`config.mk`:
```
export PLATFORM = sky130hd
export DESIGN_NAME = fifo_uart_tx
export DESIGN_NICKNAME = d
export VERILOG_FILES = /design/src/rtl/fifo_uart_pkg.sv /design/src/rtl/uart_baud_counter.sv /design/src/rtl/fifo_uart_tx.sv
export SDC_FILE = /design/constraint.sdc
export NUM_CORES = 1
export LEC_CHECK = 0
export ABC_AREA = 1
export BUFFER_PORTS_ARGS = -buffer_cell sky130_fd_sc_hd__buf_2
export CORE_UTILIZATION = 30
export DETAILED_ROUTE_END_ITERATION = 8
export PLACE_DENSITY = 0.57
export SLEW_MARGIN = 20
export SYNTH_ARGS = -nofsm -noshare
export SYNTH_HDL_FRONTEND = slang
export SYNTH_HIERARCHICAL = 1
export SYNTH_SLANG_ARGS = --single-unit
```
`constraint.sdc`:
```
create_clock -name clk -period 3.87 [get_ports clk]
set_input_delay 0.387 -clock clk [delete_from_list [all_inputs] [get_ports clk]]
set_output_delay 0.387 -clock clk [all_outputs]
set_load 0.01 [all_outputs]
```
`src/rtl/fifo_uart_pkg.sv`:
```
// Shared types and helpers for the FIFO-fed UART transmitter.
package fifo_uart_pkg;

  typedef enum logic [2:0] {
    ST_IDLE,
    ST_SETTLE,
    ST_LOAD,
    ST_START,
    ST_DATA,
    ST_PARITY,
    ST_STOP
  } uart_state_t;

  localparam int DATA_BITS    = 8;
  localparam int BYTES_SENT_W = 16;

  // Width needed to hold 0..n-1, never narrower than one bit.
  function automatic int clog2_min1(input int n);
    int w;
    w = 0;
    for (int v = n - 1; v > 0; v = v >> 1) w++;
    return (w < 1) ? 1 : w;
  endfunction

endpackage

```
`src/rtl/uart_baud_counter.sv`:
```
// Free-running 0..CLKS_PER_BIT-1 bit-period counter; bit_end on the last cycle of a bit,
// bit_pre_end one cycle earlier so registered outputs can line up with bit_end.
module uart_baud_counter
  import fifo_uart_pkg::*;
#(
  parameter int CLKS_PER_BIT = 16
) (
  input  logic clk,
  input  logic reset,
  input  logic clear,
  output logic bit_end,
  output logic bit_pre_end
);

  localparam int W = clog2_min1(CLKS_PER_BIT);
  localparam logic [W-1:0] LAST = W'(CLKS_PER_BIT - 1);
  localparam logic [W-1:0] PRE  = W'(CLKS_PER_BIT - 2);

  logic [W-1:0] count;

  always_ff @(posedge clk) begin
    if (reset || clear || count == LAST) count <= '0;
    else                                 count <= count + W'(1);
  end

  assign bit_end     = (count == LAST);
  assign bit_pre_end = (count == PRE);

endmodule

```
`src/rtl/fifo_uart_tx.sv`:
```
// Pops one byte per frame from an FWFT FIFO and sends it as 8N1/8N2 UART; FIFO_UART_TX_PARITY_EN adds a parity bit.
// Start bit 1 cycle after the pop; ena only gates new frames, a frame in flight always completes.
module fifo_uart_tx
  import fifo_uart_pkg::*;
#(
  parameter int CLKS_PER_BIT = 16,
  parameter int STOP_BITS    = 1,
  parameter int PARITY_ODD   = 0
) (
  input  logic                    clk,
  input  logic                    reset,
  input  logic                    ena,
  input  logic [DATA_BITS-1:0]    fifo_data,
  input  logic                    fifo_empty,
  output logic                    fifo_rd,
  output logic                    tx,
  output logic                    busy,
  output logic                    tx_done,
  output logic [BYTES_SENT_W-1:0] bytes_sent
);

  localparam logic [2:0] STOP_LAST = 3'(STOP_BITS - 1);

  uart_state_t          state;
  logic [DATA_BITS-1:0] shift_q;
  logic [2:0]           bit_idx;
  logic                 bit_end;
  logic                 bit_pre_end;
  logic                 baud_clear;
  logic                 stop_last;
`ifdef FIFO_UART_TX_PARITY_EN
  localparam logic PAR_SENSE = (PARITY_ODD != 0);
  logic parity_q;
`endif

  // The pre-frame states hold the counter at zero so START begins a full bit period.
  assign baud_clear = (state == ST_IDLE) || (state == ST_SETTLE) || (state == ST_LOAD);
  assign stop_last  = (bit_idx == STOP_LAST);

  uart_baud_counter #(.CLKS_PER_BIT(CLKS_PER_BIT)) u_baud (
    .clk        (clk),
    .reset      (reset),
    .clear      (baud_clear),
    .bit_end    (bit_end),
    .bit_pre_end(bit_pre_end)
  );

  always_ff @(posedge clk) begin
    if (reset) begin
      state      <= ST_IDLE;
      shift_q    <= '0;
      bit_idx    <= '0;
      fifo_rd    <= 1'b0;
      tx         <= 1'b1;
      busy       <= 1'b0;
      tx_done    <= 1'b0;
      bytes_sent <= '0;
`ifdef FIFO_UART_TX_PARITY_EN
      parity_q   <= 1'b0;
`endif
    end else begin
      fifo_rd <= 1'b0;
      tx_done <= 1'b0;
      case (state)
        ST_IDLE: begin
          tx <= 1'b1;
          if (ena && !fifo_empty) begin
            state <= ST_SETTLE;
            busy  <= 1'b1;
          end
        end
        ST_SETTLE: begin
          state   <= ST_LOAD;
          fifo_rd <= 1'b1;
        end
        ST_LOAD: begin
          shift_q <= fifo_data;
`ifdef FIFO_UART_TX_PARITY_EN
          parity_q <= (^fifo_data) ^ PAR_SENSE;
`endif
          bit_idx <= '0;
          tx      <= 1'b0;
          state   <= ST_START;
        end
        ST_START: begin
          if (bit_end) begin
            tx      <= shift_q[0];
            shift_q <= shift_q >> 1;
            state   <= ST_DATA;
          end
        end
        ST_DATA: begin
          if (bit_end) begin
            if (bit_idx == 3'd7) begin
              bit_idx <= '0;
`ifdef FIFO_UART_TX_PARITY_EN
              tx      <= parity_q;
              state   <= ST_PARITY;
`else
              tx      <= 1'b1;
              state   <= ST_STOP;
`endif
            end else begin
              bit_idx <= bit_idx + 3'd1;
              tx      <= shift_q[0];
              shift_q <= shift_q >> 1;
            end
          end
        end
`ifdef FIFO_UART_TX_PARITY_EN
        ST_PARITY: begin
          if (bit_end) begin
            tx    <= 1'b1;
            state <= ST_STOP;
          end
        end
`endif
        ST_STOP: begin
          // Raised a cycle early so the registered pulse lands on the final stop cycle.
          if (bit_pre_end && stop_last) begin
            tx_done    <= 1'b1;
            bytes_sent <= bytes_sent + 16'd1;
          end
          if (bit_end) begin
            if (stop_last) begin
              state <= ST_IDLE;
              busy  <= 1'b0;
            end else begin
              bit_idx <= bit_idx + 3'd1;
            end
          end
        end
        default: begin
          state <= ST_IDLE;
          busy  <= 1'b0;
          tx    <= 1'b1;
        end
      endcase
    end
  end

endmodule

```
==> flow_summary.json, run 1 <==
{
  "cp.buffers_inverters": 1,
  "diodes": 0,
  "grt_pass1_wl_um": 7340,
  "slowest_stage": "dfxtp_1",
  "nFillCells": 728,
  "clkSinkCount": 38,
  "irDropWorstVdd_uv": 189,
  "ioPinCount": 32,
  "crit_chain": "inv_1 > nand2_2 > nand3_4 > nand2_4 > nand2_1 > nand2_1 > nor2_1",
  "path_common_cell": "nand2_1",
  "row_count": 30,
  "switching_share_pct": 37.6,
  "cts_tree": "built",
  "maxCapViolCount": 0,
  "drt_pre_antenna_iters": 4,
  "layout_min_cycle_time_ns": 1.64,
  "drive_gt1_share_pct": 18.1,
  "wirelength_um": 4160,
  "worst_pin_slew_ns": 0.740,
  "cp_top_family": "simple AND/OR/NAND/NOR gates",
  "core-area_um2": 6790,
  "comb_power_share_pct": 36.3,
  "relSlewSlack_pct": 50.6,
  "skew_ns": 0.00548,
  "clk_path_buf_depth": 2,
  "overflow": 0,
  "holdWs_ns": 0.396,
  "ctsHoldBuffers": 0,
  "cp.arrival_ns": 1.82,
  "vias": 1913,
  "synth_edf_count": 0,
  "die_w_um": 85.7,
  "hp-class": "input pin to register",
  "fmax_mhz": 610,
  "power_density_nw_per_um2": 563,
  "crit_fanout": 15,
  "fin_tns_setup_ns": 0,
  "first_iter_violations": 40,
  "wl_per_cell_um": 9.48,
  "internal_power_mw": 0.858,
  "postCtsResizedCells": 0,
  "final_max_slew_viol_count": 0,
  "power.total_mw": 1.38,
  "status": "finished, final reports clean",
  "drtAntennaViolNets": 0,
  "fp.dieH_um": 85.7,
  "fin_nets": 361,
  "seqPwrFrac_pct": 38.9,
  "dieArea_um2": 7350,
  "crit_path_end_kind": "register",
  "synth_flop_cell": "dfxtp_1",
  "postSynthAreaPerCell_um2": 6.74,
  "syn_nets": 330,
  "yosys_register_bits": 38,
  "seq_area_frac_synth_pct": 36.2,
  "syn_area_um2": 2100,
  "synth_cell_types": 35,
  "setup_viol": 0,
  "grt_pass1_vias": 1734,
  "r2r_slack_ns": 2.23,
  "area_growth_pct": 16.2,
  "pwr-share-clk_pct": 24.8,
  "start_util_pct": 30.9,
  "gp_congestion": 0.845,
  "grt_max_degree": 25,
  "switchingPower_mw": 0.518,
  "max_stage_delay_ns": 0.64,
  "clockRootBuffer": "clkbuf_8",
  "track_usage_pct": 12.5,
  "remaining_drc_errors": 0,
  "rsz0062_at_grt": "no",
  "avgViaCountPerCell": 4.36,
  "clk_pin_slew_ns": 0.07,
  "portBuffers": 31,
  "leakagePower_nw": 1.17,
  "worstPathRequired_ns": 4.05,
  "synth-async-reset-ratio_pct": 0,
  "hold_violations": 0,
  "grt_antenna_before_repair": 0,
  "final_core_util_pct": 36.0,
  "fin_crit_sh_pct": 42.4,
  "cts_buffers": 5,
  "post_cts_buffers": 0,
  "yosys_warnings": 6,
  "critPathKind": "register to register",
  "htreeDepth": 2,
  "start_kind": "register",
  "place_hpwl_um": 3160,
  "synth_cells": 312,
  "clk_latency_ns": 0.29
}
==> final timing paths <==
path	start	end	cells past startpoint
worst min register to register	tx$_SDFFE_PP1P_	tx$_SDFFE_PP1P_	2
worst max register to register	state[2]$_SDFFE_PP0P_	shift_q[0]$_SDFFE_PP0P_	7
worst min-delay path	fifo_data[7]	shift_q[7]$_SDFFE_PP0P_	3
worst max-delay path	state[2]$_SDFFE_PP0P_	shift_q[0]$_SDFFE_PP0P_	7
==> state kept, by name (all words and copies together) (netlist names) <==
signal	count
busy	1
bytes_sent	16
tx_done	1
state	3
fifo_rd	1
u_baud/count	4
tx	1
bit_idx	3
shift_q	8
==> tightest hold or removal path: stages <==
cell and delay, ns:
buf_2 0.10, nand3_1 0.09, a21oi_2 0.06
==> layout make-up <==
class / count / area, um^2 / area share [%]
multi-input combinational: 221 / 1120 / 45.9
sequential: 38 / 761 / 31.1
inverter: 46 / 173 / 7.07
timing repair buffer: 31 / 155 / 6.35
tap: 96 / 120 / 4.92
clock buffer: 6 / 82.6 / 3.38
clock inverter: 1 / 30.0 / 1.23
==> power by group through the flow <==
stage               combinational [mW]  clock, mW  sequential, mW
floorplan                        0.458          0           0.519
CTS                              0.506      0.356           0.536
global route                     0.584      0.371           0.549
finish                           0.500      0.341           0.535
detailed placement               0.504          0           0.545
global placement                 0.499          0           0.544
==> per-layer routing <==
layer  share of wire (%)  GRT usage (%)  vias up
li1                    -              -     1042
met3                 5.3           3.95        9
met5                   0              0        -
met2                  42           19.5       47
met1                  51           16.0      815
met4                 1.7           4.70        0
==> through the flow <==
step | area, um^2 | worst slack (ns) | cells
after floorplan | 2100 | 2.43 | 312
after global placement | 2330 | 2.25 | 432
after detailed placement | 2330 | 2.24 | 432
after CTS | 2440 | 2.23 | 439
after global routing | 2440 | 2.05 | 439
final | 2440 | 2.23 | 439
==> cells by family (layout without fill, tap and decap cells) <==
family,Yosys count,after routing,share of synthesized area (%)
and+or+nand+nor,180,180,40.3
buffers and inverters,53,84,10.4
DFF,38,38,36.2
AOI/OAI and AO/OA,32,32,8.27
adders and majority gates,6,6,3.57
xor gates and xnor gates,3,3,1.25
==> cell usage in the layout, fill, tap and decap left out, drive strengths merged <==
cell    instances
o21a            1
clkbuf          6
nor3            8
clkinv          2
o21ai          18
xnor2           1
nand4           3
and3            1
and2            1
dfxtp          38
inv            44
nor2           62
a21oi          13
nand2          77
nand3          26
nand3b          1
nor3b           1
ha              6
bufinv          1
xor2            2
buf            31
==> cells in the mapped netlist, types with 3 or more instances <==
cell type | instances | area share (%)
a21oi_1 | 12 | 2.9
dfxtp_1 | 38 | 36
ha_1 | 6 | 3.6
inv_1 | 40 | 7.1
inv_2 | 4 | 0.71
nand2_1 | 70 | 12
nand2_2 | 4 | 1.2
nand2_4 | 3 | 1.6
nand3_1 | 22 | 5.2
nand4_1 | 3 | 0.89
nor2_1 | 58 | 10
nor3_1 | 7 | 1.7
o21ai_0 | 8 | 1.9
o21ai_1 | 8 | 1.9
Note: power is estimated with default switching activity, not from simulation.
==> run 2, diff against run 1 <==
PLACE_DENSITY = 0.58   (was 0.57)
clock period = 1.41 ns   (was 3.87 ns; I/O delays follow)
==> run 2 against run 1 <==
Effect of this change: maximum frequency rose by 18%; sequential share of layout area down 3.9 points; global-route usage up 1.3 points; final area grew 18%; non-clock buffer count up 26; clock power is 130% higher; sequential cell count is the same; sequential power increased to 2.9 times the previous value; worst setup slack got worse by 2.2 ns; worst hold slack got worse by 0.25 ns; combinational power grew to 3.8 times the previous value; register-to-register slack got worse by 2.2 ns; largest power group is now combinational cells.
==> flow_summary.json, run 2 (synthesis gave the netlist of run 1 again) <==
{
  "core-area_um2": 6790,
  "hp-class": "input pin to register",
  "htreeDepth": 2,
  "rsz0062_at_grt": "yes",
  "grt_max_degree": 16,
  "avgViaCountPerCell": 4.44,
  "drt_pre_antenna_iters": 4,
  "dieArea_um2": 7350,
  "area_growth_pct": 36.6,
  "place_hpwl_um": 3510,
  "crit_fanout": 7,
  "clk_path_buf_depth": 2,
  "cp_top_family": "simple AND/OR/NAND/NOR gates",
  "fin_nets": 388,
  "skew_ns": 0.00928,
  "grt_pass1_vias": 1894,
  "fin_cells": 467,
  "cts_tree": "built",
  "r2r_cells": 10,
  "path_common_cell": "nand2_1",
  "final_max_slew_viol_count": 0,
  "power_density_nw_per_um2": 1460,
  "diodes": 0,
  "relSlewSlack_pct": 80.6,
  "holdWs_ns": 0.142,
  "fin_tns_setup_ns": 0,
  "wl_per_cell_um": 10.3,
  "start_util_pct": 30.9,
  "layout_min_cycle_time_ns": 1.39,
  "start_kind": "register",
  "portBuffers": 31,
  "power.total_mw": 4.20,
  "vias": 2074,
  "clk_latency_ns": 0.29,
  "row_count": 30,
  "max_stage_delay_ns": 0.37,
  "clkSinkCount": 38,
  "crit_chain": "inv_4 > ha_4 > and3_4 > nand2_2 > nor2_8 > nand2_4 > nor2_4 > nand2_1 > nand2_1 > nor2_1",
  "remaining_drc_errors": 0,
  "fp.dieH_um": 85.7,
  "drive_gt1_share_pct": 36.9,
  "hold_violations": 0,
  "crit_path_end_kind": "register",
  "first_iter_violations": 45,
  "leakagePower_nw": 1.33,
  "clk_pin_slew_ns": 0.08,
  "worst-path-stages": 10,
  "cts_buffers": 5,
  "layout_commonest_cell": "nand2_1",
  "track_usage_pct": 13.7,
  "grt_antenna_before_repair": 0,
  "grt_pass1_wl_um": 8110,
  "die_w_um": 85.7,
  "hold_path_depth": 3,
  "wirelength_um": 4820,
  "final_cell_mix": "63 x nand2_1, 47 x nor2_1, 32 x inv_1",
  "ioPinCount": 32,
  "top_register": "bytes_sent",
  "status": "finished, final reports clean",
  "clockRootBuffer": "clkbuf_8",
  "place_inst": 455,
  "worst_pin_slew_ns": 0.290,
  "setup_viol": 0,
  "maxCapViolCount": 0,
  "fin_crit_sh_pct": 98.8,
  "cp.buffers_inverters": 1,
  "largest_reg_flops": 16,
  "critPathKind": "register to register",
  "worstPathRequired_ns": 1.61,
  "gp_congestion": 0.807,
  "ctsHoldBuffers": 0,
  "irDropWorstVdd_uv": 610,
  "slowest_stage": "dfxtp_4",
  "drtAntennaViolNets": 0,
  "fmax_mhz": 718,
  "top_regs": "bytes_sent x16, shift_q x8, u_baud/count x4",
  "cp.arrival_ns": 1.59,
  "overflow": 0
}
## run 2: cell count changes in the layout (fill, tap and decap cells not counted), moves of 5 or more
| cell | previous run | this run |
|---|---|---|
| inv_4 | 0 | 5 |
| dfxtp_1 | 38 | 29 |
| buf_4 | 0 | 24 |
| ha_1 | 6 | 1 |
| inv_1 | 40 | 32 |
| nand2_1 | 70 | 63 |
| nor2_1 | 58 | 47 |
| ha_4 | 0 | 5 |
| nor2_2 | 2 | 9 |
| dfxtp_2 | 0 | 5 |
## run 2: path summary, 6_finish.rpt
path,from,to,slack [ns]
worst max-delay path,u_baud/count[0]$_SDFF_PP0_,bytes_sent[11]$_SDFFE_PP0P_,0.02
worst min-delay path,fifo_data[7],shift_q[7]$_SDFFE_PP0P_,0.14
worst max register to register,u_baud/count[0]$_SDFF_PP0_,bytes_sent[11]$_SDFFE_PP0P_,0.02
worst min register to register,busy$_SDFFE_PP0P_,busy$_SDFFE_PP0P_,0.46
## run 2: timing repair
item | CTS | global route
pin swaps | 8 | 34
cloned | 1 | 0
setup buffers | 1 | 2
endpoints found under the setup margin | 28 | 35
resized for setup | 15 | 58
## run 2: power by group
part / internal [mW] / switching, mW / total [mW]
combinational: 0.779 / 1.11 / 1.89
sequential: 1.31 / 0.219 / 1.53
clock: 0.393 / 0.390 / 0.783
## run 2: cell type report
| cell class | instances | area [um^2] |
|---|---|---|
| fillers | 691 | 3920 |
| clock inverters | 2 | 12.5 |
| multi-input cells | 222 | 1330 |
| clock buffers | 6 | 82.6 |
| inverters | 46 | 185 |
| well taps | 96 | 120 |
| repair buffers | 57 | 358 |
| flip-flops and latches | 38 | 782 |
## run 2: worst reg2reg max path, delay by kind of cell, from the launching register on
kind          cells  cell delay [ns]
fa+ha+maj         1             0.10
buf+inv           1             0.05
flops             1             0.37
simple gates      8             0.78
## run 2: per-layer routing
metal | global-route usage [%] | routed length, um | part of all wire [%]
met4 | 4.39 | 61 | 1.3
met3 | 3.37 | 229 | 4.8
met2 | 23.6 | 2290 | 48
met5 | 0 | 0 | 0
met1 | 16.9 | 2230 | 46
## run 2: per-stage QoR
| stage | util (%) | setup slack [ns] | area (um^2) |
|---|---|---|---|
| global placement | 36.9 | -0.0595 | 2510 |
| floorplan | - | 0.00419 | 2100 |
| finish | 42.3 | 0.0170 | 2870 |
| global route | 42.3 | -0.111 | 2870 |
| detailed placement | 36.9 | -0.102 | 2510 |
| CTS | 39.2 | -0.00478 | 2660 |
